[src/rtl/display_scan_mux_if.sv]
// -----------------------------------------------------------------------------
// display_scan_mux_if
//   Bundles the control, data and display signals of display_scan_mux.
//   master : the controller side (drives codes, masks, enable and load).
//   slave  : the scan driver itself (drives the digit strobe and status).
//
//   enable       scan run; low = display dark, scan frozen
//   digits_in    digit codes, digit k at [k*DIGIT_W +: DIGIT_W]
//   digit_en     per-digit enable mask; 0 = digit blanked
//   load         single-cycle snapshot refresh request
//   sel          index of the digit currently driven
//   value_out    snapshot code of digit sel
//   anode_n      active-low one-hot digit strobe; all ones when dark
//   blank        high when anode_n is all ones
//   frame_done   one-cycle pulse after the scan wraps to digit 0
//   load_pending high from an accepted load until the snapshot is taken
// -----------------------------------------------------------------------------
interface display_scan_mux_if #(
    parameter int N_DIGITS = 8,
    parameter int DIGIT_W  = 4
);
    localparam int SEL_W = $clog2(N_DIGITS);

    logic                          enable;
    logic [N_DIGITS*DIGIT_W-1:0]   digits_in;
    logic [N_DIGITS-1:0]           digit_en;
    logic                          load;
    logic [SEL_W-1:0]              sel;
    logic [DIGIT_W-1:0]            value_out;
    logic [N_DIGITS-1:0]           anode_n;
    logic                          blank;
    logic                          frame_done;
    logic                          load_pending;

    modport master (
        output enable, digits_in, digit_en, load,
        input  sel, value_out, anode_n, blank, frame_done, load_pending
    );

    modport slave (
        input  enable, digits_in, digit_en, load,
        output sel, value_out, anode_n, blank, frame_done, load_pending
    );
endinterface

[src/rtl/display_scan_mux.sv]
// -----------------------------------------------------------------------------
// display_scan_mux
//   Time-multiplexed driver for an N-digit 7-segment display bank. Keeps a
//   double-buffered snapshot of all digit codes, steps one digit every
//   REFRESH_DIV clocks and drives the selected code together with an
//   active-low one-hot anode strobe. New codes are captured only at the frame
//   boundary so a frame never shows a mix of old and new digits.
//
//   Ports:
//     clk    system clock, all state on the rising edge
//     rst_n  asynchronous active-low reset
//     bus    display_scan_mux_if.slave (see the interface file); its
//            N_DIGITS/DIGIT_W must match this module's parameters
// -----------------------------------------------------------------------------
module display_scan_mux #(
    parameter int N_DIGITS    = 8,
    parameter int DIGIT_W     = 4,
    parameter int REFRESH_DIV = 100000
) (
    input  logic                clk,
    input  logic                rst_n,
    display_scan_mux_if.slave   bus
);
    localparam int SEL_W   = $clog2(N_DIGITS);
    localparam int PRESC_W = $clog2(REFRESH_DIV);
    localparam int SNAP_W  = N_DIGITS * DIGIT_W;

    localparam logic [SEL_W-1:0]   LAST_SEL  = SEL_W'(N_DIGITS - 1);
    localparam logic [PRESC_W-1:0] PRESC_MAX = PRESC_W'(REFRESH_DIV - 1);

    logic [PRESC_W-1:0]   r_presc;
    logic [SEL_W-1:0]     r_sel;
    logic [SNAP_W-1:0]    r_snap;
    logic [DIGIT_W-1:0]   r_value;
    logic [N_DIGITS-1:0]  r_anode_n;
    logic                 r_blank;
    logic                 r_frame_done;
    logic                 r_load_pending;

    logic                 w_tick;
    logic                 w_wrap;
    logic                 w_take;
    logic [SEL_W-1:0]     w_sel_nxt;
    logic [SNAP_W-1:0]    w_snap_nxt;
    logic [DIGIT_W-1:0]   w_value_nxt;
    logic                 w_digit_on;
    logic [N_DIGITS-1:0]  w_anode_nxt;

    // Next-state view of the scan. The display outputs are computed from the
    // *next* sel and snapshot so they land on the same edge as sel itself;
    // this is what makes digit 0 of a freshly loaded frame show the new code.
    always_comb begin
        // NOTE: every signal gets a default before any conditional assignment,
        // otherwise a path that skips it would infer a latch.
        w_tick      = 1'b0;
        w_wrap      = 1'b0;
        w_take      = 1'b0;
        w_sel_nxt   = r_sel;
        w_snap_nxt  = r_snap;
        w_value_nxt = '0;
        w_digit_on  = 1'b0;
        w_anode_nxt = '1;

        w_tick = bus.enable && (r_presc == PRESC_MAX);
        w_wrap = w_tick && (r_sel == LAST_SEL);
        w_take = w_wrap && (r_load_pending || bus.load);

        if (w_tick) begin
            w_sel_nxt = w_wrap ? '0 : r_sel + 1'b1;
        end

        if (w_take) begin
            w_snap_nxt = bus.digits_in;
        end

        // Explicit compare-and-select keeps unused index codes (non power of
        // two N_DIGITS) from ever addressing outside the snapshot.
        for (int k = 0; k < N_DIGITS; k++) begin
            if (w_sel_nxt == SEL_W'(k)) begin
                w_value_nxt = w_snap_nxt[k*DIGIT_W +: DIGIT_W];
                w_digit_on  = bus.enable && bus.digit_en[k];
            end
        end

        if (w_digit_on) begin
            w_anode_nxt = ~(N_DIGITS'(1) << w_sel_nxt);
        end
    end

    // NOTE: sequential state uses non-blocking assignments so every register
    // samples the pre-edge values, independent of statement order.
    always_ff @(posedge clk or negedge rst_n) begin
        if (!rst_n) begin
            r_presc        <= '0;
            r_sel          <= '0;
            // NOTE: the snapshot storage is reset on purpose: a reset must
            // leave the display showing zeros, not stale codes.
            r_snap         <= '0;
            r_value        <= '0;
            r_anode_n      <= '1;
            r_blank        <= 1'b1;
            r_frame_done   <= 1'b0;
            r_load_pending <= 1'b0;
        end else begin
            // Prescaler is parked at 0 while paused so a resumed digit gets a
            // full refresh period.
            if (!bus.enable || w_tick) begin
                r_presc <= '0;
            end else begin
                r_presc <= r_presc + 1'b1;
            end

            r_sel        <= w_sel_nxt;
            r_snap       <= w_snap_nxt;
            r_value      <= w_value_nxt;
            r_anode_n    <= w_anode_nxt;
            r_blank      <= ~w_digit_on;
            r_frame_done <= w_wrap;

            // A load on the wrapping cycle is consumed directly; otherwise it
            // is remembered (repeats merge) until the next boundary.
            if (w_wrap) begin
                r_load_pending <= 1'b0;
            end else if (bus.load) begin
                r_load_pending <= 1'b1;
            end
        end
    end

    assign bus.sel          = r_sel;
    assign bus.value_out    = r_value;
    assign bus.anode_n      = r_anode_n;
    assign bus.blank        = r_blank;
    assign bus.frame_done   = r_frame_done;
    assign bus.load_pending = r_load_pending;

endmodule

[src/flat_wrapper.sv]
// flat-port wrapper written by rule: the top's interface ports become plain ports
module display_scan_mux_flat 
#(
    parameter int N_DIGITS    = 8,
    parameter int DIGIT_W     = 4,
    parameter int REFRESH_DIV = 100000
)
  (clk, rst_n, bus_enable, bus_digits_in, bus_digit_en, bus_load, bus_sel, bus_value_out, bus_anode_n, bus_blank, bus_frame_done, bus_load_pending);
  display_scan_mux_if #(.N_DIGITS(N_DIGITS), .DIGIT_W(DIGIT_W)) bus_i ();
  input  logic clk;
  input  logic rst_n;
  input wire logic [$bits(bus_i.enable)-1:0] bus_enable;
  input wire logic [$bits(bus_i.digits_in)-1:0] bus_digits_in;
  input wire logic [$bits(bus_i.digit_en)-1:0] bus_digit_en;
  input wire logic [$bits(bus_i.load)-1:0] bus_load;
  output wire logic [$bits(bus_i.sel)-1:0] bus_sel;
  output wire logic [$bits(bus_i.value_out)-1:0] bus_value_out;
  output wire logic [$bits(bus_i.anode_n)-1:0] bus_anode_n;
  output wire logic [$bits(bus_i.blank)-1:0] bus_blank;
  output wire logic [$bits(bus_i.frame_done)-1:0] bus_frame_done;
  output wire logic [$bits(bus_i.load_pending)-1:0] bus_load_pending;
  assign bus_i.enable = bus_enable;
  assign bus_i.digits_in = bus_digits_in;
  assign bus_i.digit_en = bus_digit_en;
  assign bus_i.load = bus_load;
  assign bus_sel = bus_i.sel;
  assign bus_value_out = bus_i.value_out;
  assign bus_anode_n = bus_i.anode_n;
  assign bus_blank = bus_i.blank;
  assign bus_frame_done = bus_i.frame_done;
  assign bus_load_pending = bus_i.load_pending;
  display_scan_mux #(.N_DIGITS(N_DIGITS), .DIGIT_W(DIGIT_W), .REFRESH_DIV(REFRESH_DIV)) u_core (.clk(clk), .rst_n(rst_n), .bus(bus_i));
endmodule
[config.mk]
export PLATFORM = sky130hd
export DESIGN_NAME = display_scan_mux_flat
export DESIGN_NICKNAME = d
export VERILOG_FILES = /design/src/rtl/display_scan_mux_if.sv /design/src/rtl/display_scan_mux.sv /design/src/flat_wrapper.sv
export SDC_FILE = /design/constraint.sdc
export NUM_CORES = 1
export LEC_CHECK = 0
export CORE_MARGIN = 3
export CORE_UTILIZATION = 45
export DETAILED_ROUTE_END_ITERATION = 16
export PLACE_DENSITY = 0.71
export SLEW_MARGIN = 25
export SYNTH_ARGS = -nofsm -noshare
export SYNTH_HDL_FRONTEND = slang
export SYNTH_SLANG_ARGS = --single-unit
[constraint.sdc]
create_clock -name clk -period 3.3 [get_ports clk]
set_clock_uncertainty 0.2 [all_clocks]
set_input_delay 0.66 -clock clk [delete_from_list [all_inputs] [get_ports clk]]
set_output_delay 0.66 -clock clk [all_outputs]
set_load 0.1 [all_outputs]
==> results.tsv, run 1 <==
stage	metric	value	unit
hold_path	Hold WC Path Type	input pin to async pin	
yosys	Compound-Gate Fraction of Synth Area	10.6	%
worst_setup_path	CP endpoint	u_core.bus.value_out[1]$_DFF_PN0_	
placement	DP Wirelength	5190	um
worst_setup_path	worst flop-to-flop path startpoint	u_core.r_presc[0]$_DFF_PN0_	
floorplan	I/O pin total	62	
floorplan	row cnt	30	
placement	Buffers on Ports	61	
worst_setup_path	cells along the critical path	ha_1, and4_2, nand4_2, or4_4, buf_4, mux2_4, a2bb2o_1, a221oi_1, a22oi_1	
worst_setup_path	CP Launch Type	flop	
worst_setup_path	CP max-delay cell	or4_4	
finish	area delta synth->final	32.1	%
worst_setup_path	critical path peak fanout	8	
floorplan	Starting Density	46.7	%
clocking	Num CTS Buffers	9	
yosys	Main synth FF type	dfrtp_1	
pwr	Internal	1.52	mW
floorplan	Die H	90.5	um
route	Wirelength per Cell	16.2	um
yosys	Synth Warn #	0	
route	DR vias/cell	5.38	
pwr	Peak VDD IR	0.285	mV
route	ANT nets after route	0	
timing	fmax	318	MHz
global_route	vias in the first global route	2479	
timing	slew at the pin closest to its max-slew limit	0.462	ns
timing	Tcrit/Tclk final	95.3	%
route	number of remaining DRC errors	0	
worst_setup_path	Setup Crit Path Kind	flop to flop	
yosys	largest family of logic cells by synthesized area	simple AND/OR/NAND/NOR gates	
yosys	register area share after synthesis	52.6	%
yosys	multiplexer share of the synthesized area	13.7	%
yosys	synth top area cells	dfrtp_1, dfstp_2, mux2_4	
yosys	post-synthesis adder-cell area fraction	1.17	%
worst_setup_path	R2R depth	9	
finish	Non-Filler Instances	452	
pwr	clock power share	48.0	%
yosys	post-synthesis area per instance	11.7	um^2
flow_run	Max-Cap Viols	0	
global_route	Overall Global Routing Usage	19.0	%
finish	# nets final	398	
clocking	Sink Count	67	
outcome	status	complete, no violations	
yosys	most common cell in the netlist	dfrtp_1	
clocking	Post-CTS Hold Buffers	0	
floorplan	Die ar.	8180	um^2
finish	Final Core Density	61.7	%
pwr	P_sw	0.405	mW
timing	Final setup viols	0	
yosys	syn_nets	321	
clocking	Clock Tree Buf Depth	2	
route	vias	2434	
finish	Design Area, Final	4240	um^2
floorplan	Die Wd	90.5	um
worst_setup_path	crit end category	flop	
finish	share of cells above drive strength 1	26.4	%
finish	# diodes	0	
worst_setup_path	Arrival @ worst endpoint	3.16	ns
clocking	latest clock arrival within the worst-skew pair	0.35	ns
pwr	Net Sw Frac	21.0	%
worst_setup_path	worst r2r dst	u_core.bus.value_out[1]$_DFF_PN0_	
route	DR iter-0 viols	213	
pwr	Tot Pwr	1.92	mW
yosys	post-synth top area share	45.2	%
yosys	XOR/XNOR Fraction of Synth Area	3.55	%
worst_setup_path	Worst Setup SP	u_core.r_presc[0]$_DFF_PN0_	
finish	# fillers	553	
yosys	Synth cell types	56	
yosys	synthesized instance count	274	
timing	final hold vios	0	
timing	fin crit period	3.15	ns
floorplan	Core Region	6870	um^2
route	final wirelength	7330	um
placement	RePlAce Congestion	0.848	
yosys	synth cell count leaders	dfrtp_1, nor2_1, nand2_1	
clocking	CTS root buffer	clkbuf_8	
worst_setup_path	critical path data required time	3.32	ns
timing	Min Hold Slack	0.0946	ns
timing	Rel. slew slack	69.1	%
pwr	Seq pwr share	44.3	%
worst_setup_path	r2r setup slk	0.15	ns
yosys	synthesized flop and latch total	67	
route	DRT Pass-1 Iters	4	
global_route	first-pass GRT wire length	12400	um
placement	dpl cells	434	
pwr	combinational share of power	7.7	%
global_route	largest net degree at the start of global routing	68	
clocking	clock-pin transition on the worst setup and hold timing paths	0.08	ns
yosys	largest area contributor in the netlist	dfrtp_1	
pwr	P_leak	1.98	nW
yosys	Post-Syn Area	3210	um^2
yosys	Post-synth EDFFs	0	
pwr	PwrDens	454	nW/um^2
global_route	Congestion Overflow GR	0	
clocking	H-tree levels	3	
yosys	Synth Area in Simple Gates	14.7	%
clocking	CTS tree	yes	
placement	placed inst area	3940	um^2
global_route	initial antenna violation count	0	
yosys	Post-synth ARST share	100	%
timing	Max Slew Vio Count	0	
worst_setup_path	slowest stage delay, CP	0.63	ns
==> power groups by stage <==
stage	logic [mW]	clock network [mW]	registers, mW
2_1_floorplan	0.0390	0	0.888
3_3_place_gp	0.147	0	0.866
3_5_place_dp	0.149	0	0.867
4_1_cts	0.150	0.936	0.852
5_1_grt	0.159	0.970	0.853
6_report	0.148	0.924	0.851
==> registers in the layout, indices dropped and copies added (netlist names) <==
name                     cells
u_core.bus.blank             1
u_core.bus.frame_done        1
u_core.bus.value_out         4
u_core.bus.anode_n           8
u_core.bus.sel               3
u_core.bus.load_pending      1
u_core.r_snap               32
u_core.r_presc              17
==> worst min-delay path by stage <==
stage / start / endpoint / slack [ns] / depth (start not counted)
3_5_place_dp: u_core.r_snap[10]$_DFF_PN0_ / u_core.r_snap[10]$_DFF_PN0_ / 0.28 / 1
5_1_grt: rst_n / u_core.r_snap[24]$_DFF_PN0_ / 0.13 / 2
6_report: rst_n / u_core.r_snap[24]$_DFF_PN0_ / 0.09 / 2
3_3_place_gp: u_core.r_snap[22]$_DFF_PN0_ / u_core.r_snap[22]$_DFF_PN0_ / 0.27 / 2
2_1_floorplan: rst_n / u_core.bus.frame_done$_DFF_PN0_ / 0.16 / 0
4_1_cts: rst_n / u_core.r_snap[24]$_DFF_PN0_ / 0.12 / 2
==> worst max-delay path, delay by kind of cell (launching register included) <==
family	cells	cell delay [ns]
flip-flops	1	0.40
AND/OR/NAND/NOR	3	1.05
multiplexers	1	0.30
buffers and inverters	1	0.21
adder cells (fa/ha/maj)	1	0.24
AO/OA/AOI/OAI	3	0.61
==> what timing repair did <==
| item | in CTS | in global routing |
|---|---|---|
| buffers inserted | 0 | 2 |
| hold endpoints to repair | 0 | 0 |
| setup endpoints to repair | 0 | 1 |
| gates resized for setup | 0 | 1 |
==> routing by layer <==
| metal | track usage (%) | vias up | part of all wire [%] |
|---|---|---|---|
| li1 | - | 1142 | - |
| met1 | 26.0 | 1204 | 47 |
| met2 | 29.2 | 78 | 47 |
| met3 | 4.92 | 10 | 4.9 |
| met4 | 7.02 | 0 | 1.2 |
| met5 | 0 | - | 0 |
==> metrics by stage <==
step	setup TNS [ns]	worst slack (ns)
global placement	0	0.0270
global route	-0.00746	-0.00509
finish	0	0.154
floorplan	0	0.0979
detailed placement	-0.00729	-0.00729
CTS	0	0.140
==> logic make-up (layout without fill, tap and decap cells) <==
logic type | after synthesis | in the layout
fa+ha+maj | 3 | 3
simple gates | 86 | 86
flops | 67 | 67
compound gates | 47 | 47
xor+xnor | 13 | 13
buf+inv | 22 | 104
mux | 36 | 36
==> final cells by class <==
class / count / area [um^2] / share of cell area (%)
flip-flops and latches: 67 / 1690 / 39.9
multi-input cells: 185 / 1400 / 33.1
repair buffers: 78 / 713 / 16.8
clock buffers: 10 / 138 / 3.25
clock inverters: 6 / 136 / 3.22
well taps: 96 / 120 / 2.83
inverters: 10 / 37.5 / 0.885
==> placed cells by master, fill, tap and decap left out, types with 2 or more instances in the layout <==
| cell type | Yosys | routed |
|---|---|---|
| buf_4 | 0 | 33 |
| nand2_1 | 18 | 18 |
| a22o_1 | 8 | 8 |
| nor2_1 | 25 | 25 |
| a22oi_1 | 4 | 4 |
| a2bb2o_1 | 2 | 2 |
| mux2_4 | 11 | 11 |
| clkdlybuf4s50_1 | 0 | 42 |
| xor2_1 | 11 | 11 |
| mux2_1 | 10 | 10 |
| mux2_2 | 9 | 9 |
| dfstp_2 | 9 | 9 |
| or3_1 | 3 | 3 |
| ha_1 | 3 | 3 |
| and3_1 | 4 | 4 |
| a221oi_1 | 2 | 2 |
| nand3_1 | 10 | 10 |
| clkbuf_8 | 0 | 10 |
| mux2i_1 | 6 | 6 |
| buf_12 | 1 | 2 |
| dfrtp_1 | 58 | 55 |
| bufinv_16 | 0 | 4 |
| nand4_1 | 7 | 7 |
| nor3b_1 | 3 | 3 |
| a21oi_1 | 7 | 7 |
| dfrtp_2 | 0 | 3 |
| o21ai_0 | 11 | 11 |
| inv_1 | 8 | 8 |
| xnor2_1 | 2 | 2 |
| nand2b_1 | 4 | 4 |
Power figures use the tool's default switching activity.
==> run 2: changes to the inputs <==
--- a/config.mk
+++ b/config.mk
@@ -5,10 +5,11 @@
 export SDC_FILE = /design/constraint.sdc
 export NUM_CORES = 1
 export LEC_CHECK = 0
+export ABC_AREA = 1
 export CORE_MARGIN = 3
 export CORE_UTILIZATION = 45
 export DETAILED_ROUTE_END_ITERATION = 16
-export PLACE_DENSITY = 0.71
+export PLACE_DENSITY = 0.7
 export SLEW_MARGIN = 25
 export SYNTH_ARGS = -nofsm -noshare
 export SYNTH_HDL_FRONTEND = slang
==> run 2 against run 1 <==
Critical path depth is 3 higher; global-route usage is 0.17 points lower; utilization is 0.99 points lower; critical path type unchanged; critical endpoint is now u_core.bus.anode_n[6]$_DFF_PN1_.
==> results.tsv, run 2 <==
stage	metric	value	unit
timing	fin crit period	2.58	ns
finish	area delta synth->final	27.6	%
timing	Tcrit/Tclk final	78.1	%
pwr	P_leak	2.12	nW
pwr	Peak VDD IR	0.259	mV
yosys	Synth cell types	31	
yosys	Post-synth ARST share	100	%
yosys	syn_nets	453	
timing	final hold vios	0	
pwr	Tot Pwr	1.69	mW
placement	DP Wirelength	5430	um
finish	most frequent cells in the layout	nand2_1, dfrtp_1, nor2_1	
route	DR vias/cell	4.68	
timing	slew at the pin closest to its max-slew limit	0.781	ns
yosys	post-synthesis area per instance	8.14	um^2
global_route	Overall Global Routing Usage	18.9	%
route	final wirelength	7230	um
finish	commonest non-fill, non-tap cell in the layout	nand2_1	
route	ANT nets after route	0	
worst_setup_path	Arrival @ worst endpoint	2.64	ns
global_route	largest net degree at the start of global routing	36	
worst_setup_path	crit end category	flop	
clocking	Post-CTS Repair Setup Buffers	0	
outcome	status	complete, no violations	
yosys	synth top area cells	dfrtp_1, nand2_1, dfstp_2	
floorplan	row cnt	30	
global_route	Congestion Overflow GR	0	
finish	share of cells above drive strength 1	17.3	%
clocking	latest clock arrival within the worst-skew pair	0.34	ns
floorplan	Starting Density	47.6	%
timing	Rel. slew slack	47.9	%
clocking	clock-pin transition on the worst setup and hold timing paths	0.07	ns
yosys	Main synth FF type	dfrtp_1	
timing	Max Slew Vio Count	0	
yosys	most common cell in the netlist	nand2_1	
clocking	Clock Tree Buf Depth	2	
clocking	post-CTS sizing	0	
flow_run	Max-Cap Viols	0	
placement	dpl cells	559	
floorplan	Core Region	6940	um^2
floorplan	Die Wd	91.7	um
worst_setup_path	Setup Crit Path Kind	flop to flop	
route	DR iter-0 viols	219	
global_route	initial antenna violation count	0	
route	number of remaining DRC errors	0	
floorplan	Die ar.	8410	um^2
timing	fmax	388	MHz
route	Wirelength per Cell	12.6	um
timing	RSZ-0062 raised after global routing	false	
yosys	Post-Syn Area	3300	um^2
clocking	Num CTS Buffers	9	
timing	setup TNS	0	ns
finish	# diodes	0	
route	DRT Pass-1 Iters	4	
finish	Non-Filler Instances	575	
worst_setup_path	critical path peak fanout	9	
hold_path	Hold WC Path Type	input pin to async pin	
yosys	synthesized flop and latch total	67	
worst_setup_path	critical path data required time	3.36	ns
finish	# nets final	521	
finish	largest register by flop count	u_core.r_snap	
route	vias	2691	
yosys	Post-synth EDFFs	0	
clocking	CTS root buffer	clkbuf_8	
global_route	vias in the first global route	2646	
yosys	post-synth top area share	43.9	%
worst_setup_path	CP Launch Type	flop	
clocking	H-tree levels	3	
floorplan	I/O pin total	62	
timing	Final setup viols	0	
finish	max FFs per register	32	
yosys	synth cell count leaders	nand2_1, dfrtp_1, nor2_1	
pwr	PwrDens	401	nW/um^2
yosys	synthesized instance count	406	
yosys	Synth Warn #	0	
placement	RePlAce Congestion	0.842	
finish	# fillers	615	
clocking	Post-CTS Hold Buffers	0	
clocking	CTS tree	yes	
yosys	largest area contributor in the netlist	dfrtp_1	
yosys	register area share after synthesis	51.1	%
global_route	first-pass GRT wire length	12500	um
clocking	Sink Count	67	
floorplan	Die H	91.7	um
placement	Buffers on Ports	61	
run 2: cell types whose count changed after synthesis, sizes merged, moves of 12 or more:
cell / previous run / this run
inv: 9 / 54
mux2: 30 / 0
nand2: 18 / 153
nand3: 10 / 22
nor2: 25 / 52
run 2: report_power, final:
group	switching, mW	internal (mW)	leakage [nW]	total [mW]
combinational	0.0477	0.0537	1.14	0.101
clock	0.293	0.465	0.113	0.759
sequential	0.00259	0.827	0.872	0.829
run 2: per-stage QoR:
step / hold WS [ns] / utilization, % / cell area [um^2] / worst slack, ns
after floorplan: 0.164 / - / 3300 / 0.451
after global placement: 0.247 / 57.5 / 3990 / 0.562
after detailed placement: 0.258 / 57.5 / 3990 / 0.485
after CTS: 0.225 / 60.7 / 4220 / 0.720
after global routing: 0.259 / 60.7 / 4220 / 0.502
final: 0.200 / 60.7 / 4220 / 0.724
run 2: critical path: stages (launching register included):
cell,delay (ns)
dfrtp_1,0.45
ha_1,0.23
ha_1,0.31
inv_1,0.12
nand2_1,0.11
o21ai_4,0.29
nand3_2,0.14
nor2_2,0.28
a21oi_1,0.08
nand3_1,0.09
nand2_1,0.07
nand2_2,0.07
nand2_1,0.05
run 2: kinds of logic (layout without fill, tap and decap cells):
kind of cell	Yosys count	count (layout)	synth area share [%]
and+or+nand+nor	257	257	37.0
DFF	67	67	51.1
buffers and inverters	62	135	7.27
AOI/OAI and AO/OA	14	14	2.69
adders and majority gates	3	3	1.14
xor gates and xnor gates	3	3	0.795
run 2: area by class of cell:
cell class	count	area (um^2)	area share (%)
Sequential cell	67	1690	40.0
Multi-Input combinational cell	277	1380	32.6
Timing Repair Buffer	65	603	14.3
Inverter	54	203	4.81
Clock buffer	12	155	3.68
Tap cell	96	120	2.85
Clock inverter	4	72.6	1.72
run 2: final timing paths:
check,start,endpoint,slack (ns),cells after the start
worst max-delay path,u_core.bus.sel[0]$_DFF_PN0_,u_core.bus.anode_n[6]$_DFF_PN1_,0.72,12
worst min-delay path,rst_n,u_core.r_snap[13]$_DFF_PN0_,0.20,1
worst max register to register,u_core.bus.sel[0]$_DFF_PN0_,u_core.bus.anode_n[6]$_DFF_PN1_,0.72,12
worst min register to register,u_core.r_presc[0]$_DFF_PN0_,u_core.r_presc[0]$_DFF_PN0_,0.26,1
max in group asynchronous,rst_n,u_core.bus.anode_n[7]$_DFF_PN1_,1.99,2
min in group clk,u_core.r_presc[0]$_DFF_PN0_,u_core.r_presc[0]$_DFF_PN0_,0.26,1
run 2: metal layers:
metal  GRT usage (%)  wire [um]
met2            27.8       3150
met1            26.5       3460
met5               0          0
met4            9.16        159
met3            3.94        462
==> run 3: changes to the inputs <==
==> constraint.sdc (replaced) <==
create_clock -name clk -period 2.45 [get_ports clk]
set_clock_uncertainty 0.2 [all_clocks]
set_input_delay 0.49 -clock clk [delete_from_list [all_inputs] [get_ports clk]]
set_output_delay 0.49 -clock clk [all_outputs]
set_load 0.1 [all_outputs]
==> run 3 against run 2 <==
Power grew 36%; maximum frequency rose by 9.6%; utilization increased by 4.4 points; hold slack improved by 0.081 ns; die area unchanged; worst setup slack worse by 0.62 ns; critical endpoint unchanged; largest power group unchanged; critical path depth is 3 higher; cell count rose by 4.9%; final area is 7.2% higher; register-to-register slack got worse by 0.62 ns.
==> results.tsv, run 3 (synthesized netlist as in run 2, its figures left out) <==
stage	metric	value	unit
clocking	latest clock arrival within the worst-skew pair	0.34	ns
floorplan	Core Region	6940	um^2
clocking	CTS root buffer	clkbuf_8	
clocking	Num CTS Buffers	9	
floorplan	Die H	91.7	um
route	DR vias/cell	4.67	
clocking	CTS tree	yes	
worst_setup_path	Arrival @ worst endpoint	2.44	ns
hold_path	hold depth	2	
finish	commonest non-fill, non-tap cell in the layout	nand2_1	
timing	fmax	425	MHz
outcome	status	complete, no violations	
route	Wirelength per Cell	12.7	um
placement	RePlAce Congestion	0.772	
global_route	first-pass GRT wire length	13000	um
timing	RSZ-0062 raised after global routing	true	
finish	max FFs per register	32	
hold_path	Worst Hold Endpoint	u_core.r_snap[25]$_DFF_PN0_	
timing	Max Slew Vio Count	0	
worst_setup_path	CP max-delay cell	dfrtp_1	
worst_setup_path	critical path peak fanout	6	
floorplan	Die ar.	8410	um^2
placement	pre-CTS WS	-0.0702	ns
clocking	clock-pin transition on the worst setup and hold timing paths	0.07	ns
finish	most frequent cells in the layout	nand2_1, dfrtp_1, buf_4	
timing	slew at the pin closest to its max-slew limit	0.333	ns
placement	DP Wirelength	5660	um
pwr	PwrDens	510	nW/um^2
route	DR iter-0 viols	127	
placement	Buffers on Ports	61	
pwr	Peak VDD IR	0.259	mV
route	vias	2816	
timing	Tcrit/Tclk final	96.0	%
flow_run	Max-Cap Viols	0	
clocking	Sink Count	67	
floorplan	Starting Density	47.6	%
timing	Final WS setup	0.0992	ns
finish	area delta synth->final	36.8	%
hold_path	hold_sp	u_core.r_snap[25]$_DFF_PN0_	
worst_setup_path	worst flop-to-flop path startpoint	u_core.r_presc[0]$_DFF_PN0_	
worst_setup_path	critical path data required time	2.53	ns
worst_setup_path	top cell family by delay on the critical path	simple AND/OR/NAND/NOR gates	
floorplan	I/O pin total	62	
route	number of remaining DRC errors	0	
worst_setup_path	crit end category	flop	
finish	# nets final	549	
finish	largest register by flop count	u_core.r_snap	
timing	Rel. slew slack	77.7	%
finish	share of cells above drive strength 1	25.6	%
clocking	H-tree levels	3	
worst_setup_path	r2r setup slk	0.1	ns
global_route	vias in the first global route	2807	
floorplan	row cnt	30	
route	ANT nets after route	0	
global_route	Congestion Overflow GR	0	
route	DRT Pass-1 Iters	4	
route	final wirelength	7650	um
global_route	largest net degree at the start of global routing	40	
floorplan	Die Wd	91.7	um
finish	# diodes	0	
timing	fin crit period	2.35	ns
timing	final hold vios	0	
timing	Final setup viols	0	
timing	Min Hold Slack	0.281	ns
worst_setup_path	number of buffer and inverter stages on the critical path	1	
hold_path	Hold WC Path Type	flop to flop	
global_route	initial antenna violation count	0	
worst_setup_path	R2R depth	15	
pwr	P_leak	2.28	nW
worst_setup_path	worst r2r dst	u_core.bus.anode_n[6]$_DFF_PN1_	
worst_setup_path	slowest stage delay, CP	0.37	ns
worst_setup_path	Setup Crit Path Kind	flop to flop	
clocking	Clock Tree Buf Depth	2	
worst_setup_path	cells along the critical path	ha_2, nand2_4, nor2_8, inv_2, nor2_4, nand3_4, o21ai_4, nand2_2, nor2_4, nand2_1, nand2_1, nand3_2, nand2_2, nand2_2, nand2_1	
global_route	Overall Global Routing Usage	19.5	%
worst_setup_path	CP Launch Type	flop	
run 3: layout make-up:
cell class | instances | area (um^2)
clock inverters | 4 | 72.6
multi-input cells | 277 | 1440
fillers | 590 | 2420
inverters | 54 | 205
flip-flops and latches | 67 | 1700
repair buffers | 93 | 828
well taps | 96 | 120
clock buffers | 12 | 155
run 3: worst min-delay path, stage by stage, from the launching register on:
cell and delay, ns:
dfrtp_1 0.32, nand2_1 0.05, nand2_1 0.08
run 3: worst max path at each step:
stage,startpoint,to,slack [ns],cells after the start
3_5_place_dp,bus_enable,u_core.bus.value_out[3]$_DFF_PN0_,-0.07,12
2_1_floorplan,u_core.bus.sel[0]$_DFF_PN0_,u_core.bus.anode_n[6]$_DFF_PN1_,0.003,13
6_report,u_core.r_presc[0]$_DFF_PN0_,u_core.bus.anode_n[6]$_DFF_PN1_,0.1,15
5_1_grt,u_core.r_presc[1]$_DFF_PN0_,u_core.bus.anode_n[6]$_DFF_PN1_,-0.07,15
4_1_cts,u_core.r_presc[0]$_DFF_PN0_,u_core.bus.value_out[3]$_DFF_PN0_,0.02,15
3_3_place_gp,bus_enable,u_core.bus.value_out[3]$_DFF_PN0_,-0.04,12
run 3: repair_timing:
item                       CTS  global route
setup buffers                2             7
setup endpoints to repair    1            11
pin swaps                    1            12
hold buffers                 1             0
gates resized for setup      0            18
hold endpoints to repair     6             0
run 3: routing by layer:
layer / GRT usage [%] / vias to the layer above / part of all wire (%)
met4: 6.31 / 0 / 1.3
li1: - / 1455 / -
met2: 30.7 / 65 / 46
met3: 4.18 / 10 / 4.6
met5: 0 / - / 0
met1: 27.0 / 1286 / 48
run 3: per-stage QoR:
stage	util, %	area [um^2]	total power, mW	setup TNS (ns)	cells
after floorplan	-	3330	1.17	0	406
after global placement	59.9	4160	1.28	-0.0421	577
after detailed placement	59.9	4160	1.28	-0.141	577
after CTS	63.6	4410	2.32	0	596
after global routing	65.1	4520	2.40	-0.393	603
final	65.1	4520	2.31	0	603
run 3: power by group:
part | internal, mW | total, mW | switching (mW)
registers | 1.11 | 1.12 | 0.00400
logic | 0.0838 | 0.153 | 0.0687
clock network | 0.627 | 1.04 | 0.408
total | 1.82 | 2.31 | 0.481
